File: config.mk
export PLATFORM = sky130hd
export DESIGN_NAME = mips_multicycle_control
export DESIGN_NICKNAME = d
export VERILOG_FILES = /design/src/rtl/mips_ctrl_defs.sv /design/src/rtl/mem_wait_timer.sv /design/src/rtl/mips_multicycle_control.sv
export SDC_FILE = /design/constraint.sdc
export NUM_CORES = 1
export LEC_CHECK = 0
export BUFFER_PORTS_ARGS = -buffer_cell sky130_fd_sc_hd__buf_2
export CAP_MARGIN = 5
export CORE_MARGIN = 8
export CORE_UTILIZATION = 45
export CTS_CLUSTER_SIZE = 25
export DETAILED_ROUTE_END_ITERATION = 6
export PLACE_DENSITY = 0.8
export SLEW_MARGIN = 10
export SYNTH_ARGS = -nofsm -noshare
export SYNTH_HDL_FRONTEND = slang
export SYNTH_SLANG_ARGS = --single-unit
File: constraint.sdc
create_clock -name clock -period 1.99 [get_ports clock]
set_input_delay 0.2985 -clock clock [delete_from_list [all_inputs] [get_ports clock]]
set_output_delay 0.2985 -clock clock [all_outputs]
set_load 0.02 [all_outputs]
File: src/rtl/mips_ctrl_defs.sv
// rtl/mips_ctrl_defs.sv - shared opcode, mux-select, ALUop and state encodings for the multicycle MIPS control
//
// Purpose: one place for the constants that the main control FSM, the ALU control
// and the datapath must agree on.
// Contents:
//   OP_*     instruction[31:26] opcodes handled by the control FSM
//   ALUOP_*  ALUop encodings sent to the ALU control block
//   SRCB_*   ALUSrcB mux selects (11 is reserved and never driven)
//   PCSRC_*  PCSrc mux selects
//   ST_*     4-bit FSM state encodings
//   ctrl_t   bundle of every datapath control output
package mips_ctrl_defs;

    localparam logic [5:0] OP_RTYPE = 6'b000000;
    localparam logic [5:0] OP_LW    = 6'b100011;
    localparam logic [5:0] OP_SW    = 6'b101011;
    localparam logic [5:0] OP_BEQ   = 6'b000100;
    localparam logic [5:0] OP_ADDI  = 6'b001000;
    localparam logic [5:0] OP_J     = 6'b000010;

    localparam logic [1:0] ALUOP_ADD   = 2'b00;
    localparam logic [1:0] ALUOP_SUB   = 2'b01;
    localparam logic [1:0] ALUOP_FUNCT = 2'b10;

    localparam logic [1:0] SRCB_RT  = 2'b00;
    localparam logic [1:0] SRCB_ONE = 2'b01;
    localparam logic [1:0] SRCB_IMM = 2'b10;

    localparam logic [1:0] PCSRC_ALU    = 2'b00;
    localparam logic [1:0] PCSRC_ALUOUT = 2'b01;
    localparam logic [1:0] PCSRC_JUMP   = 2'b10;

    localparam logic [3:0] ST_FETCH    = 4'd0;
    localparam logic [3:0] ST_DECODE   = 4'd1;
    localparam logic [3:0] ST_EXEC_R   = 4'd2;
    localparam logic [3:0] ST_WB_R     = 4'd3;
    localparam logic [3:0] ST_EXEC_I   = 4'd4;
    localparam logic [3:0] ST_WB_I     = 4'd5;
    localparam logic [3:0] ST_MEM_ADDR = 4'd6;
    localparam logic [3:0] ST_MEM_RD   = 4'd7;
    localparam logic [3:0] ST_WB_MEM   = 4'd8;
    localparam logic [3:0] ST_MEM_WR   = 4'd9;
    localparam logic [3:0] ST_BRANCH   = 4'd10;
    localparam logic [3:0] ST_JUMP     = 4'd11;
    localparam logic [3:0] ST_ERROR    = 4'd12;

    typedef struct packed {
        logic       iord;
        logic       mem_read;
        logic       mem_write;
        logic       ir_write;
        logic       reg_dst;
        logic       reg_write;
        logic       mem_to_reg;
        logic       alu_src_a;
        logic [1:0] alu_src_b;
        logic [1:0] alu_op;
        logic       pc_write;
        logic       pc_write_cond;
        logic [1:0] pc_src;
    } ctrl_t;

    localparam ctrl_t CTRL_IDLE = '0;

    // States that wait on the memory handshake and are covered by the wait timer.
    function automatic logic is_mem_wait_state(input logic [3:0] st);
        return (st == ST_FETCH) || (st == ST_MEM_RD) || (st == ST_MEM_WR);
    endfunction

endpackage

File: src/rtl/mem_wait_timer.sv
// rtl/mem_wait_timer.sv - counts non-ready cycles of a memory access and flags the last allowed cycle
//
// Ports:
//   clock    in   system clock
//   reset    in   synchronous active-high reset, clears the count
//   clear    in   restart the count (FSM is changing state this cycle)
//   advance  in   memory state waiting and mem_ready low this cycle
//   expired  out  count has reached TIMEOUT-1: this is the last cycle mem_ready may arrive
module mem_wait_timer #(
    parameter int TIMEOUT = 16
) (
    input  logic clock,
    input  logic reset,
    input  logic clear,
    input  logic advance,
    output logic expired
);

    localparam int CNT_W = (TIMEOUT > 2) ? $clog2(TIMEOUT) : 1;

    logic [CNT_W-1:0] count;

    // Clearing on every state change means each memory state starts from zero;
    // the FSM leaves the waiting state when expired, so the count never wraps.
    always_ff @(posedge clock) begin
        if (reset || clear) begin
            count <= '0;
        end else if (advance) begin
            count <= count + 1'b1;
        end
    end

    assign expired = (count == CNT_W'(TIMEOUT - 1));

endmodule

File: src/rtl/mips_multicycle_control.sv
// rtl/mips_multicycle_control.sv - main control FSM sequencing the shared multicycle MIPS datapath
//
// Purpose: walks each instruction through FETCH/DECODE/execute/memory/write-back states,
// driving every datapath enable and mux select as a Moore function of the state
// (IRWrite/PCWrite in FETCH are additionally qualified by mem_ready).
// Ports:
//   clock, reset            clock and synchronous active-high reset
//   opcode                  instruction[31:26] from the IR
//   zero_flag               ALU zero flag (PCWriteCond is qualified by it outside this block)
//   mem_ready               memory completes the current access this cycle
//   IorD..PCSrc             datapath controls
//   instr_retired           one-cycle pulse on the exit cycle of an instruction's last state
//   retire_count            retired instructions since reset, wrapping
//   illegal_op, mem_timeout sticky error flags, cleared only by reset
module mips_multicycle_control
    import mips_ctrl_defs::*;
#(
    parameter int TIMEOUT  = 16,
    parameter int RETIRE_W = 32
) (
    input  logic                clock,
    input  logic                reset,
    input  logic [5:0]          opcode,
    input  logic                zero_flag,
    input  logic                mem_ready,
    output logic                IorD,
    output logic                MemRead,
    output logic                MemWrite,
    output logic                IRWrite,
    output logic                RegDst,
    output logic                RegWrite,
    output logic                MemToReg,
    output logic                ALUSrcA,
    output logic [1:0]          ALUSrcB,
    output logic [1:0]          ALUop,
    output logic                PCWrite,
    output logic                PCWriteCond,
    output logic [1:0]          PCSrc,
    output logic                instr_retired,
    output logic [RETIRE_W-1:0] retire_count,
    output logic                illegal_op,
    output logic                mem_timeout
);

    logic [3:0]          state;
    logic [3:0]          state_next;
    logic                retire;
    logic                set_illegal;
    logic                set_timeout;
    logic                wait_expired;
    logic                wait_advance;
    logic                wait_clear;
    logic [RETIRE_W-1:0] retire_q;
    logic                illegal_q;
    logic                timeout_q;
    ctrl_t               ctrl;
    ctrl_t               ctrl_out;

    // The branch decision is taken in the datapath from PCWriteCond & zero_flag.
    logic unused_zero_flag;
    assign unused_zero_flag = zero_flag;

    assign wait_advance = is_mem_wait_state(state) && !mem_ready;
    assign wait_clear   = (state_next != state);

    mem_wait_timer #(
        .TIMEOUT (TIMEOUT)
    ) u_mem_wait_timer (
        .clock   (clock),
        .reset   (reset),
        .clear   (wait_clear),
        .advance (wait_advance),
        .expired (wait_expired)
    );

    always_comb begin
        state_next  = state;
        retire      = 1'b0;
        set_illegal = 1'b0;
        set_timeout = 1'b0;
        case (state)
            ST_FETCH: begin
                if (mem_ready) begin
                    state_next = ST_DECODE;
                end else if (wait_expired) begin
                    state_next  = ST_ERROR;
                    set_timeout = 1'b1;
                end
            end
            ST_DECODE: begin
                case (opcode)
                    OP_RTYPE:     state_next = ST_EXEC_R;
                    OP_LW, OP_SW: state_next = ST_MEM_ADDR;
                    OP_BEQ:       state_next = ST_BRANCH;
                    OP_ADDI:      state_next = ST_EXEC_I;
                    OP_J:         state_next = ST_JUMP;
                    default: begin
                        state_next  = ST_ERROR;
                        set_illegal = 1'b1;
                    end
                endcase
            end
            ST_EXEC_R:   state_next = ST_WB_R;
            ST_EXEC_I:   state_next = ST_WB_I;
            ST_MEM_ADDR: state_next = (opcode == OP_SW) ? ST_MEM_WR : ST_MEM_RD;
            ST_MEM_RD: begin
                if (mem_ready) begin
                    state_next = ST_WB_MEM;
                end else if (wait_expired) begin
                    state_next  = ST_ERROR;
                    set_timeout = 1'b1;
                end
            end
            ST_MEM_WR: begin
                if (mem_ready) begin
                    state_next = ST_FETCH;
                    retire     = 1'b1;
                end else if (wait_expired) begin
                    state_next  = ST_ERROR;
                    set_timeout = 1'b1;
                end
            end
            ST_WB_R, ST_WB_I, ST_WB_MEM, ST_BRANCH, ST_JUMP: begin
                state_next = ST_FETCH;
                retire     = 1'b1;
            end
            ST_ERROR: state_next = ST_ERROR;
            default:  state_next = ST_ERROR;
        endcase
    end

    always_ff @(posedge clock) begin
        if (reset) begin
            state     <= ST_FETCH;
            retire_q  <= '0;
            illegal_q <= 1'b0;
            timeout_q <= 1'b0;
        end else begin
            state <= state_next;
            if (retire) begin
                retire_q <= retire_q + 1'b1;
            end
            if (set_illegal) begin
                illegal_q <= 1'b1;
            end
            if (set_timeout) begin
                timeout_q <= 1'b1;
            end
        end
    end

    always_comb begin
        ctrl = CTRL_IDLE;
        case (state)
            ST_FETCH: begin
                ctrl.mem_read  = 1'b1;
                ctrl.alu_src_b = SRCB_ONE;
                ctrl.alu_op    = ALUOP_ADD;
                ctrl.pc_src    = PCSRC_ALU;
                ctrl.ir_write  = mem_ready;
                ctrl.pc_write  = mem_ready;
            end
            ST_DECODE: begin
                // Precompute the branch target while the opcode is decoded.
                ctrl.alu_src_b = SRCB_IMM;
                ctrl.alu_op    = ALUOP_ADD;
            end
            ST_EXEC_R: begin
                ctrl.alu_src_a = 1'b1;
                ctrl.alu_src_b = SRCB_RT;
                ctrl.alu_op    = ALUOP_FUNCT;
            end
            ST_WB_R: begin
                ctrl.reg_dst   = 1'b1;
                ctrl.reg_write = 1'b1;
            end
            ST_EXEC_I, ST_MEM_ADDR: begin
                ctrl.alu_src_a = 1'b1;
                ctrl.alu_src_b = SRCB_IMM;
                ctrl.alu_op    = ALUOP_ADD;
            end
            ST_WB_I: begin
                ctrl.reg_write = 1'b1;
            end
            ST_MEM_RD: begin
                ctrl.iord     = 1'b1;
                ctrl.mem_read = 1'b1;
            end
            ST_WB_MEM: begin
                ctrl.reg_write  = 1'b1;
                ctrl.mem_to_reg = 1'b1;
            end
            ST_MEM_WR: begin
                ctrl.iord      = 1'b1;
                ctrl.mem_write = 1'b1;
            end
            ST_BRANCH: begin
                ctrl.alu_src_a     = 1'b1;
                ctrl.alu_src_b     = SRCB_RT;
                ctrl.alu_op        = ALUOP_SUB;
                ctrl.pc_write_cond = 1'b1;
                ctrl.pc_src        = PCSRC_ALUOUT;
            end
            ST_JUMP: begin
                ctrl.pc_write = 1'b1;
                ctrl.pc_src   = PCSRC_JUMP;
            end
            default: ctrl = CTRL_IDLE;
        endcase
    end

    // Every output is forced low for the whole cycle reset is high, including
    // the first cycle before the registers have been cleared.
    assign ctrl_out = reset ? CTRL_IDLE : ctrl;

    assign IorD          = ctrl_out.iord;
    assign MemRead       = ctrl_out.mem_read;
    assign MemWrite      = ctrl_out.mem_write;
    assign IRWrite       = ctrl_out.ir_write;
    assign RegDst        = ctrl_out.reg_dst;
    assign RegWrite      = ctrl_out.reg_write;
    assign MemToReg      = ctrl_out.mem_to_reg;
    assign ALUSrcA       = ctrl_out.alu_src_a;
    assign ALUSrcB       = ctrl_out.alu_src_b;
    assign ALUop         = ctrl_out.alu_op;
    assign PCWrite       = ctrl_out.pc_write;
    assign PCWriteCond   = ctrl_out.pc_write_cond;
    assign PCSrc         = ctrl_out.pc_src;
    assign instr_retired = retire && !reset;
    assign retire_count  = reset ? '0 : retire_q;
    assign illegal_op    = illegal_q && !reset;
    assign mem_timeout   = timeout_q && !reset;

endmodule

==> metrics.txt <==
Critical R2R Launch=state[3]; Die W=approximately 94 µm; CP endpoint kind=flop; Overflow after GRT=0; Initial Utilization=about 46%; Vias/cell=between 5 and 6; area delta synth->final=33.3%; most used flip-flop cell after synthesis=dfxtp_1; first-pass GRT wire length=12.8 mm; Final setup violation count=0; Port Buffer Count=59; Critical Path Start Type=flop; Worst Path Required=2190 ps; syn_nets=371; Clock Skew=approximately 12 ps; flop2flop setup slack=20 ps; final hold violations=0; htree depth=2; CP cell instances=nor2b_4, o21ai_0, a2111o_1, or3_1, mux2_4; area leader, netlist=dfxtp_1; Max stage delay on crit path=roughly 500 ps; register area share after synthesis=30.9%; final wirelength=8.29 mm; commonest non-fill, non-tap cell in the layout=buf_2; RSZ-0062 raised after global routing=yes; total clock sinks=42; total die area=0.00878 mm²; clock slew at reported path FFs=90 ps; initial antenna violation count=0; post-synthesis average cell area=approximately 7.6 µm²; largest family of logic cells by synthesized area=simple AND/OR/NAND/NOR gates; Max Cap Viol=0; Antenna diodes=0; minimum clock period=roughly 2000 ps; Core Area=0.00589 mm²; routed len/inst=15.9 µm; maximum vdd drop=0.276 mV; drt drc=0; GR Util All Layers=17.5%; 1st-iter DRT viols=224; worst hold path endpoint=state[0]; via count=3,046; CTS Buffer Depth=2; most frequent cells in the layout=buf_2, nor2_1, buf_4; row count=28; cells on worst reg2reg path=5; Distinct cells, synth=53; synth top area cells=dfxtp_1, nor2b_1, nor2_1; Die Y=93.7 µm; nets=457; Rel. slew slack=63.8%; Syn Inst Count=359; EDFF count, synth=0; pwr/cell area=508 mW/mm²; largest net degree at the start of global routing=69; CP max-delay cell=a2111o_1; clock latency on the worst-skew pair=around 300 ps; status=finished, final reports clean; Least-Margin Pin Slew=530 ps; gpl congestion=between 0.8 and 0.9; Final Core Density=61.6%; synth warn=0; DRT Pass-1 Iters=5; hold depth=3; Antenna Violating Nets Remaining=0; Overall Power=1.84 mW; simple logic cell fraction of the synthesized area=35.4%; top-area cell type share of the netlist area=30.9%; I/O Pins=61; Min-Delay Path Class=input port to flop; crit share post-route=98.9%; worst reg2reg endpoint=retire_q[21]; crit path kind=flop to flop; vias in the first global route=around 2,800; TritonCTS Buffers=5; Lkg Pwr=1.49 nW; adder and majority gate portion of the synthesized area=1.29%; Synth Area in Compound Gates=16.2%; HP Start=opcode[1]; crit path max fanout=3; Slew Viols, Final=0; CTS tree=built; FF+latch count, synth=42; Fmax=508 MHz; Root Buffer=clkbuf_8; Synth Area in XOR/XNOR=5.16%; share of cells above drive strength 1=35.7%; DP HPWL=approximately 5.3 mm; multiplexer area fraction after synthesis=5.29%; Cell Area, Synth=about 0.0027 mm²; WP data arrival=2170 ps; ys async rst share=0%
## cells in the mapped netlist (all sizes together), types with 7 or more instances
| master | count |
|---|---|
| nor2 | 44 |
| dfxtp | 42 |
| nor2b | 32 |
| nand2 | 21 |
| nand3 | 20 |
| nor3 | 19 |
| o21ai | 19 |
| a21oi | 16 |
| buf | 14 |
| clkbuf | 11 |
| inv | 11 |
| mux2 | 11 |
| xnor2 | 11 |
| nand4 | 9 |
| or3 | 9 |
| nor4 | 7 |
## critical path, delay by kind of cell (launching register included)
| family | cells | cell delay (ps) |
|---|---|---|
| multiplexers | 1 | 300 |
| AO/OA/AOI/OAI | 2 | 640 |
| flip-flops | 1 | 370 |
| AND/OR/NAND/NOR | 2 | 570 |
## repair_timing
action / in CTS / in global routing
endpoints found under the hold margin: 0 / 0
resized for setup: 19 / 27
pin swaps: 6 / 9
setup buffers: 8 / 3
cloned: 0 / 0
endpoints found under the setup margin: 7 / 32
hold buffers: 0 / 0
## layout make-up
class | instances | area [µm²]
clock buffer | 5 | 68.8
clock inverter | 3 | 18.8
fill | 482 | 2260
inverter | 11 | 41.3
multi-input combinational | 281 | 1850
sequential | 42 | 856
tap | 75 | 93.8
timing repair buffer | 104 | 697
## power by group
| group | internal [mW] | total, mW | switching (mW) |
|---|---|---|---|
| combinational | 0.169 | 0.399 | 0.230 |
| sequential | 0.855 | 0.873 | 0.0179 |
| clock | 0.247 | 0.568 | 0.321 |
## flip-flops by register name, summed over array words and instances (netlist names)
name,cells
timeout_q,1
u_mem_wait_timer.count,4
illegal_q,1
retire_q,32
state,4
## routing by layer
metal / vias to the layer above / wire, µm / GRT usage, %
met5: - / 0 / 0
met1: 1446 / 3300 / 21.2
met3: 10 / 640 / 4.72
met4: 0 / 97 / 5.28
met2: 124 / 4250 / 29.3
li1: 1466 / - / -
## how the worst max path moves through the flow
stage | slack (ps) | cells after the start | to | from
6_report | 20 | 5 | retire_q[21] | state[3]
5_1_grt | -60 | 7 | retire_q[17] | state[2]
4_1_cts | -30 | 5 | retire_q[21] | retire_q[5]
3_5_place_dp | -60 | 5 | retire_q[27] | retire_q[1]
3_3_place_gp | -10 | 5 | retire_q[21] | retire_q[1]
2_1_floorplan | -50 | 5 | PCWrite | state[3]
## cell families (layout without fill, tap and decap cells)
group	Yosys count	in the layout
adder cells (fa/ha/maj)	3	3
flip-flops	42	42
multiplexers	13	13
buffers and inverters	36	123
XOR/XNOR	16	16
AO/OA/AOI/OAI	67	67
AND/OR/NAND/NOR	182	182
## per-stage QoR
stage                     instances  setup slack [ps]  TNS [ps]  hold WS [ps]  instance area, µm²
after floorplan                 359             -47.5     -47.5           429                2730
after global placement          502             -14.1     -33.8           472                3280
after detailed placement        502             -63.3     -79.4           480                3280
after CTS                       518             -32.8      -108           355                3490
after global routing            521             -63.0      -534           391                3620
final                           521              21.3         0           354                3620
(Power assumes the default switching activity.)
